<file path="config.mk">
export PLATFORM = sky130hd
export DESIGN_NAME = attn_input_loader
export DESIGN_NICKNAME = d
export VERILOG_FILES = /design/src/rtl/attn_input_loader.sv
export SDC_FILE = /design/constraint.sdc
export NUM_CORES = 2
export LEC_CHECK = 0
export ABC_AREA = 1
export BUFFER_PORTS_ARGS = -buffer_cell sky130_fd_sc_hd__buf_4
export CAP_MARGIN = 10
export CORE_AREA = 2 2 614 616
export CTS_BUF_LIST = sky130_fd_sc_hd__clkbuf_16
export CTS_CLUSTER_DIAMETER = 60
export DETAILED_ROUTE_END_ITERATION = 10
export DIE_AREA = 0 0 616 618
export PLACE_DENSITY = 0.36
export SYNTH_ARGS = -nofsm -noshare
export SYNTH_HDL_FRONTEND = slang
export SYNTH_SLANG_ARGS = --single-unit
</file>
<file path="constraint.sdc">
create_clock -name clk -period 4 [get_ports clk]
set_clock_uncertainty 0.2 [all_clocks]
set_input_delay 0 -clock clk [delete_from_list [all_inputs] [get_ports clk]]
set_output_delay 0 -clock clk [all_outputs]
set_load 0.03 [all_outputs]
</file>
<file path="src/rtl/attn_input_loader.sv">
// Front end of the 8x8 attention engine: packs a 96-word key/query/value frame into
// flat buses, then enables the engine until it reports done or the watchdog expires.
module attn_input_loader #(
    parameter int DATA_W        = 16,
    parameter int WORDS_PER_MAT = 32,
    parameter int TIMEOUT       = 4096
) (
    input  logic                            clk,
    input  logic                            rst_n,
    input  logic                            s_valid,
    output logic                            s_ready,
    input  logic [DATA_W-1:0]               s_data,
    input  logic                            s_last,
    output logic [DATA_W*WORDS_PER_MAT-1:0] key,
    output logic [DATA_W*WORDS_PER_MAT-1:0] query,
    output logic [DATA_W*WORDS_PER_MAT-1:0] value,
    output logic                            attn_en,
    input  logic                            attn_all_done,
    output logic                            frame_done,
    output logic                            timeout,
    output logic                            err_len,
    output logic                            busy
);

    localparam int BUS_W = DATA_W * WORDS_PER_MAT;
    localparam int IDX_W = $clog2(WORDS_PER_MAT);
    localparam int CNT_W = (TIMEOUT > 1) ? $clog2(TIMEOUT) : 1;
    localparam logic [IDX_W-1:0] IDX_LAST  = IDX_W'(WORDS_PER_MAT - 1);
    localparam logic [CNT_W-1:0] CNT_LIMIT = CNT_W'(TIMEOUT - 1);
    localparam bit WDOG_EN = (TIMEOUT != 0);

    typedef enum logic [2:0] {
        LOAD_K = 3'd0,
        LOAD_Q = 3'd1,
        LOAD_V = 3'd2,
        RUN    = 3'd3,
        DRAIN  = 3'd4
    } state_t;

    state_t            state_r, state_s;
    logic [IDX_W-1:0]  idx_r, idx_s;
    logic [CNT_W-1:0]  cnt_r, cnt_s;
    logic              accept_s;
    logic              wr_k_s, wr_q_s, wr_v_s;
    logic              err_s, done_s, to_s;

    logic              s_ready_r, attn_en_r, frame_done_r, timeout_r, err_len_r, busy_r;
    logic [BUS_W-1:0]  key_r, query_r, value_r;

    // Next-state, word-index and run-counter logic plus event strobes
    always_comb begin
        state_s  = state_r;
        idx_s    = idx_r;
        cnt_s    = cnt_r;
        wr_k_s   = 1'b0;
        wr_q_s   = 1'b0;
        wr_v_s   = 1'b0;
        err_s    = 1'b0;
        done_s   = 1'b0;
        to_s     = 1'b0;
        accept_s = s_valid && s_ready_r;
        case (state_r)
            LOAD_K, LOAD_Q, LOAD_V: begin
                if (accept_s) begin
                    wr_k_s = (state_r == LOAD_K);
                    wr_q_s = (state_r == LOAD_Q);
                    wr_v_s = (state_r == LOAD_V);
                    if (s_last && !((state_r == LOAD_V) && (idx_r == IDX_LAST))) begin
                        // Early end of frame: drop the partial frame and resynchronise
                        err_s   = 1'b1;
                        idx_s   = '0;
                        state_s = LOAD_K;
                    end else if (idx_r == IDX_LAST) begin
                        idx_s = '0;
                        if (state_r == LOAD_K) begin
                            state_s = LOAD_Q;
                        end else if (state_r == LOAD_Q) begin
                            state_s = LOAD_V;
                        end else begin
                            // Missing s_last is flagged but the full frame is still run
                            err_s   = !s_last;
                            state_s = RUN;
                        end
                    end else begin
                        idx_s = idx_r + IDX_W'(1);
                    end
                end else begin
                    state_s = state_r;
                end
            end
            RUN: begin
                cnt_s = cnt_r + CNT_W'(1);
                if (attn_all_done) begin
                    done_s  = 1'b1;
                    state_s = DRAIN;
                end else if (WDOG_EN && (cnt_r == CNT_LIMIT)) begin
                    to_s    = 1'b1;
                    state_s = DRAIN;
                end else begin
                    state_s = RUN;
                end
            end
            DRAIN: begin
                cnt_s   = '0;
                state_s = LOAD_K;
            end
            default: begin
                state_s = LOAD_K;
                idx_s   = '0;
                cnt_s   = '0;
            end
        endcase
    end

    // Control state and registered status outputs, derived from the next state
    always_ff @(posedge clk or negedge rst_n) begin
        if (!rst_n) begin
            state_r      <= LOAD_K;
            idx_r        <= '0;
            cnt_r        <= '0;
            s_ready_r    <= 1'b0;
            attn_en_r    <= 1'b0;
            frame_done_r <= 1'b0;
            timeout_r    <= 1'b0;
            err_len_r    <= 1'b0;
            busy_r       <= 1'b0;
        end else begin
            state_r      <= state_s;
            idx_r        <= idx_s;
            cnt_r        <= cnt_s;
            s_ready_r    <= (state_s == LOAD_K) || (state_s == LOAD_Q) || (state_s == LOAD_V);
            attn_en_r    <= (state_s == RUN);
            frame_done_r <= done_s;
            timeout_r    <= to_s;
            err_len_r    <= err_s;
            busy_r       <= !((state_s == LOAD_K) && (idx_s == '0));
        end
    end

    // Matrix buses: only the addressed word is written, so values hold through RUN
    always_ff @(posedge clk or negedge rst_n) begin
        if (!rst_n) begin
            key_r   <= '0;
            query_r <= '0;
            value_r <= '0;
        end else begin
            if (wr_k_s) begin
                key_r[DATA_W*idx_r +: DATA_W] <= s_data;
            end
            if (wr_q_s) begin
                query_r[DATA_W*idx_r +: DATA_W] <= s_data;
            end
            if (wr_v_s) begin
                value_r[DATA_W*idx_r +: DATA_W] <= s_data;
            end
        end
    end

    assign s_ready    = s_ready_r;
    assign attn_en    = attn_en_r;
    assign frame_done = frame_done_r;
    assign timeout    = timeout_r;
    assign err_len    = err_len_r;
    assign busy       = busy_r;
    assign key        = key_r;
    assign query      = query_r;
    assign value      = value_r;

endmodule
</file>
# == Word level (Yosys, flattened, before mapping) ==
# Index checks and enable logic that the tools add are counted.
# op_classes
addsub,3
eq_ne,9
shifts,2
n_mux,33
reduce_logical,14
# op_table
operator,count
$bwmux W512,3
$shift A16 B34 Y512 const A,1
$shiftx A16 B34 Y512,1
$neg A9 Y34,1
$pmux W12 S2,1
$mux W1,18
$mux W3,5
$mux W5,3
$add A12 B1 Y12 const B,1
$eq A12 B12 Y1 const B,1
$eq A3 B2 Y1 const B,4
$pmux W5 S2,1
$eq A3 B1 Y1 const B,2
$logic_not A3 Y1,2
$pmux W3 S2,1
$add A5 B1 Y5 const B,1
$eq A5 B5 Y1 const B,1
$logic_not A5 Y1,1
$logic_and A1 B1 Y1,4
$eq A3 B3 Y1 const B,1
$logic_not A1 Y1,3
$reduce_or A3 Y1,1
$logic_or A1 B1 Y1,2
$mux W2,1
$reduce_or A2 Y1,1
# totals
regBits,1562
input_bits,21
output_inout_bits,1542
wordCells,73

# == Longest topological paths before layout ==
# logic_depth
ltp_word,10
mapped_depth,17
mapped_depth_nobuf,15

# == Worst setup path after synthesis ==
# No wires, ideal clock.
# synth_path
path_kind,register to register
from,reg idx_r[0]
to,reg value_r[102] (netlist: value[102])
arrival_ps,2567
required_ps,3682
setup_slack_ps,1115
stages_incl_launch_ff,16
period_less_slack_ps,2885
cell_sequence,dfrtp_1 inv_2 ha_1 inv_1 nor2_1 inv_1 nor2_1 ha_1 inv_1 nand4_1 nor3_1 buf_2 nand4_1 clkbuf_1 nand2_1 nand2_1
# synth_between
elab_chain_cells,3
word_cells_on_any_way,4
classes_between,1 x add/sub; 2 x shift; 1 x mux
# synth_rtl
item,line,source
from (decl),41,"logic [IDX_W-1:0] idx_r, idx_s;"
from (signal assigned),129,idx_r <= idx_s;
$neg A9 Y34 (*),154,value_r[DATA_W*idx_r +: DATA_W] <= s_data;
$shiftx A16 B34 Y512 or $shift A16 B34 Y512 (tied branches),154,
$bwmux W512 (*),154,
"to (signal, indexed assignment)",154,
to (decl),48,"logic [BUS_W-1:0] key_r, query_r, value_r;"
# Mark *: on every way between the ends. The rest lies on a longest branch, timed or not.
# A chain may end at the register's enable or synchronous reset.

# == Worst setup path in the final report ==
# layout_path
from,reg idx_r[1]
to,reg query_r[280] (netlist: query[280])
# layout_between
elab_chain_cells,3
word_cells_on_any_way,4
classes_between,1 x add/sub; 2 x shift; 1 x mux
# layout_rtl
item,line,source
$neg A9 Y34 (*),151,query_r[DATA_W*idx_r +: DATA_W] <= s_data;
$shiftx A16 B34 Y512 or $shift A16 B34 Y512 (tied branches),151,
$bwmux W512 (*),151,
"to (signal, indexed assignment)",151,
to (decl),48,
# Marked as above.

==> summary.md <==
| Metric | Value |
|---|---|
| Status | `finished, final reports clean` |
| Timing-limited maximum frequency | `263.7 MHz` |
| Share of layout cells above drive strength 1 | `0.2759` |
| CP arrival | `around 4400 ps` |
| R2R Setup Slk | `210 ps` |
| Clock Sinks | `1562` |
| Worst-path clk slew | `60 ps` |
| Seq pwr share | `0.387` |
| Via/cell ratio | `between 4 and 5` |
| CTS max path bufs | `4` |
| Die ar. | `0.3807 mm²` |
| Number of antenna violations at the first check in global routing | `15` |
| Post-Syn Area | `0.06135 mm²` |
| P_sw | `13.70 mW` |
| Total global routing overflow | `0` |
| Final core utilization | `0.2379` |
| CTS H-tree depth | `4` |
| Fin crit share | `0.9480` |
| Initial DRC count | `approximately 4.7k` |
| Worst setup SP type | `flip-flop` |
| Sw frac | `0.3194` |
| CTS tree | `yes` |
| Layout fillers | `40.76k` |
| Syn Nets | `6702` |
| Routed wire per std cell | `28.45 µm` |
| Comb pwr share | `0.157` |
| Setup Viol. Count Final | `0` |
| Synth area leader | `dfrtp_1` |
| Clock Latency Late Sink | `880 ps` |
| Fin. max-slew vios | `0` |
| Worst hold path startpoint | `s_data[3]` |
| Worst-Margin Slew | `1288 ps` |
| Hold path depth | `4` |
| Worst Path Class, Setup | `flip-flop to flip-flop` |
| Reg2reg end | `query[280]` |
| Die height | `618 µm` |
| Via Count | `57.20k` |
| Peak VDD IR | `a little under 0.4 mV` |
| Buffers added on ports | `1562` |
| Clock share of power | `0.455` |
| Distinct cells, synth | `29` |
| Antenna-violating nets left | `0` |
| R2R cell count | `12` |
| Initial Util | `0.1640` |
| Largest net degree at the start of global routing | `~120` |
| Critical path peak fanout | `12` |
| P per Cell Area | `481.8 mW/mm²` |
| Placed cells | `13.16k` |
| Count of final hold-check violations | `0` |
| Register bit total from synthesis | `1562` |
| LEAKAGE | `45.75 nW` |
| Final Instance Area | `about 0.09 mm²` |
| Pint | `about 29 mW` |
| Setup TNS | `0 ps` |
| RSZ-0062 raised after global routing | `yes` |
| Vias in the first global route | `about 57k` |
| Max Cap Viol | `0` |
| Area of the core | `roughly 0.37 mm²` |
| Post-Route WL | `386500 µm` |
| CTS Buf Count | `between 200 and 250` |
| Synth Warn # | `0` |
| Placer congestion estimate | `0.8242` |
| Final net count | `8441` |
| Reg2reg start | `idx_r[1]` |
| # DRC | `0` |
| Crit end category | `flip-flop` |
| Cell Area, Placed | `approximately 0.08 mm²` |
| Drt pass-1 iters | `5` |
| Worst hold path class | `input port to flip-flop` |
| Sequential area share after synthesis | `0.6372` |
| Rows | `225` |
| Fin cells | `about 14k` |
| Final Critical Period | `3792 ps` |
| CTS root buffer | `clkbuf_16` |
| Max_slew headroom | `0.1383` |
| Syn Area/Cell | `9.189 µm²` |
| Req. time, crit path | `4600 ps` |
| Ports | `approximately 1.6k` |
| GRT Util Overall | `0.1962` |
| Die Width | `616 µm` |
| Top post-synthesis cells by area | `dfrtp_1 (64%), nand2_1 (16%), o21ai_0 (5.5%), nand4_1 (5.1%), nand3_1 (4.5%)` |
| WHS Endpoint | `key[3]` |
| First-pass GRT wire length | `521600 µm` |
| Yosys top cell area share | `0.6372` |
| Cells after Synth | `about 6.7k` |
| Post-DP HPWL | `288900 µm` |
| Layout area overhead | `45.10%` |
## sequential cells by signal, indices dropped and copies added, names as in the netlist
name	cells
idx_r	5
cnt_r	12
frame_done	1
state_r	3
s_ready	1
query	512
err_len	1
key	512
timeout	1
busy	1
value	512
attn_en	1
## cell type report
class / instances / area [µm²] / area share
multi-input cells: 4554 / 20340 / 0.2285
clock inverters: 167 / 1569 / 0.01763
repair buffers: 2009 / 15970 / 0.1794
well taps: 4994 / 6248 / 0.07019
diodes: 9 / 22.52 / 0.0002530
clock buffers: 220 / 5505 / 0.06185
flip-flops and latches: 1562 / 39090 / 0.4391
inverters: 71 / 279.0 / 0.003134
## worst max-delay path, cell delays in order, from the launching register on
cell,delay (ps)
dfrtp_1,400
inv_1,90
ha_2,180
inv_1,50
nor2_1,70
nand2_1,120
inv_1,280
nor2_2,580
buf_4,290
nand3_1,280
nor2_1,890
nand4_1,180
nand2_1,110
## cell usage after synthesis
library cell / instances
nor3b_1: 2
a41oi_1: 1
inv_1: 66
o22ai_1: 2
a32oi_1: 1
a22o_1: 1
o21ai_1: 12
nand4_1: 500
clkbuf_1: 378
buf_1: 48
xor2_1: 4
nor2_1: 211
inv_2: 2
nor2_2: 8
nor3_1: 10
ha_1: 5
or2_2: 4
nor4_1: 1
clkinv_1: 3
nor3_2: 1
dfrtp_1: 1562
nand3_1: 550
a31oi_1: 2
a21oi_1: 11
o21ai_0: 672
buf_2: 63
nor3_4: 2
and2_1: 1
nand2_1: 2553
## worst max path at each step
stage | slack (ps) | from | cells past startpoint | endpoint
2_1_floorplan | 1120 | idx_r[0] | 15 | value[102]
3_3_place_gp | -190 | idx_r[1] | 17 | value[405]
3_5_place_dp | -140 | idx_r[1] | 17 | value[415]
4_1_cts | 40 | idx_r[1] | 12 | value[312]
5_1_grt | -50 | idx_r[1] | 14 | query[418]
6_report | 210 | idx_r[1] | 12 | query[280]
## routing by layer
layer / share of wire / vias to the layer above / track usage
met2: 0.51 / 1956 / 0.3532
met3: 0.066 / 430 / 0.04696
met4: 0.041 / 0 / 0.07050
met5: 0 / - / 0
met1: 0.38 / 29080 / 0.2247
li1: - / 25730 / -
## power by group through the flow
stage               clock [mW]  sequential, mW  combinational [mW]
CTS                       20.1            16.6                6.94
floorplan                    0            17.7                1.87
global placement             0            16.9                6.86
detailed placement           0            16.9                6.89
finish                    19.5            16.6                6.75
global route              20.7            16.7                7.18
## placed cells by master, fill, tap and decap left out, types with 7 or more instances in the layout
master	netlist	routed
nand3_1	550	540
clkinv_2	0	26
bufinv_16	0	21
buf_4	0	1914
inv_8	0	7
clkinvlp_4	0	13
o21ai_1	12	12
nor2_2	8	20
clkinv_1	3	39
clkbuf_16	0	220
inv_1	66	94
nand2_1	2553	2553
clkinv_4	0	7
dfrtp_1	1562	1562
buf_12	0	60
nor2_4	0	15
o21ai_0	672	672
nor3_2	1	8
dlygate4sd3_1	0	28
diode_2	0	9
nand3_2	0	10
a21oi_1	11	11
nand4_1	500	500
inv_6	0	19
nor2_1	211	184
## what timing repair did
item,CTS,global route
resized for setup,1,3
pin swaps,0,0
hold buffers,29,0
endpoints found under the hold margin,2632,0
setup buffers,0,0
endpoints found under the setup margin,8,25
## cell families after synthesis
group | count (synthesis) | synth area share
buffers and inverters | 560 | 0.03555
AND/OR/NAND/NOR | 3843 | 0.2682
flip-flops | 1562 | 0.6372
XOR/XNOR | 4 | 0.0005710
AO/OA/AOI/OAI | 702 | 0.05754
adder cells (fa/ha/maj) | 5 | 0.001020
## stage by stage
stage / setup WS (ps) / hold slack [ps] / power, mW
4_1_cts: 36.31 / 2.233 / 43.65
6_report: 207.9 / 70.62 / 42.89
2_1_floorplan: 1115 / -495.6 / 19.61
3_3_place_gp: -190.8 / -151.3 / 23.74
3_5_place_dp: -142.4 / -158.3 / 23.77
5_1_grt: -49.85 / 40.88 / 44.57
No activity file was read; power rests on OpenSTA's default activity.
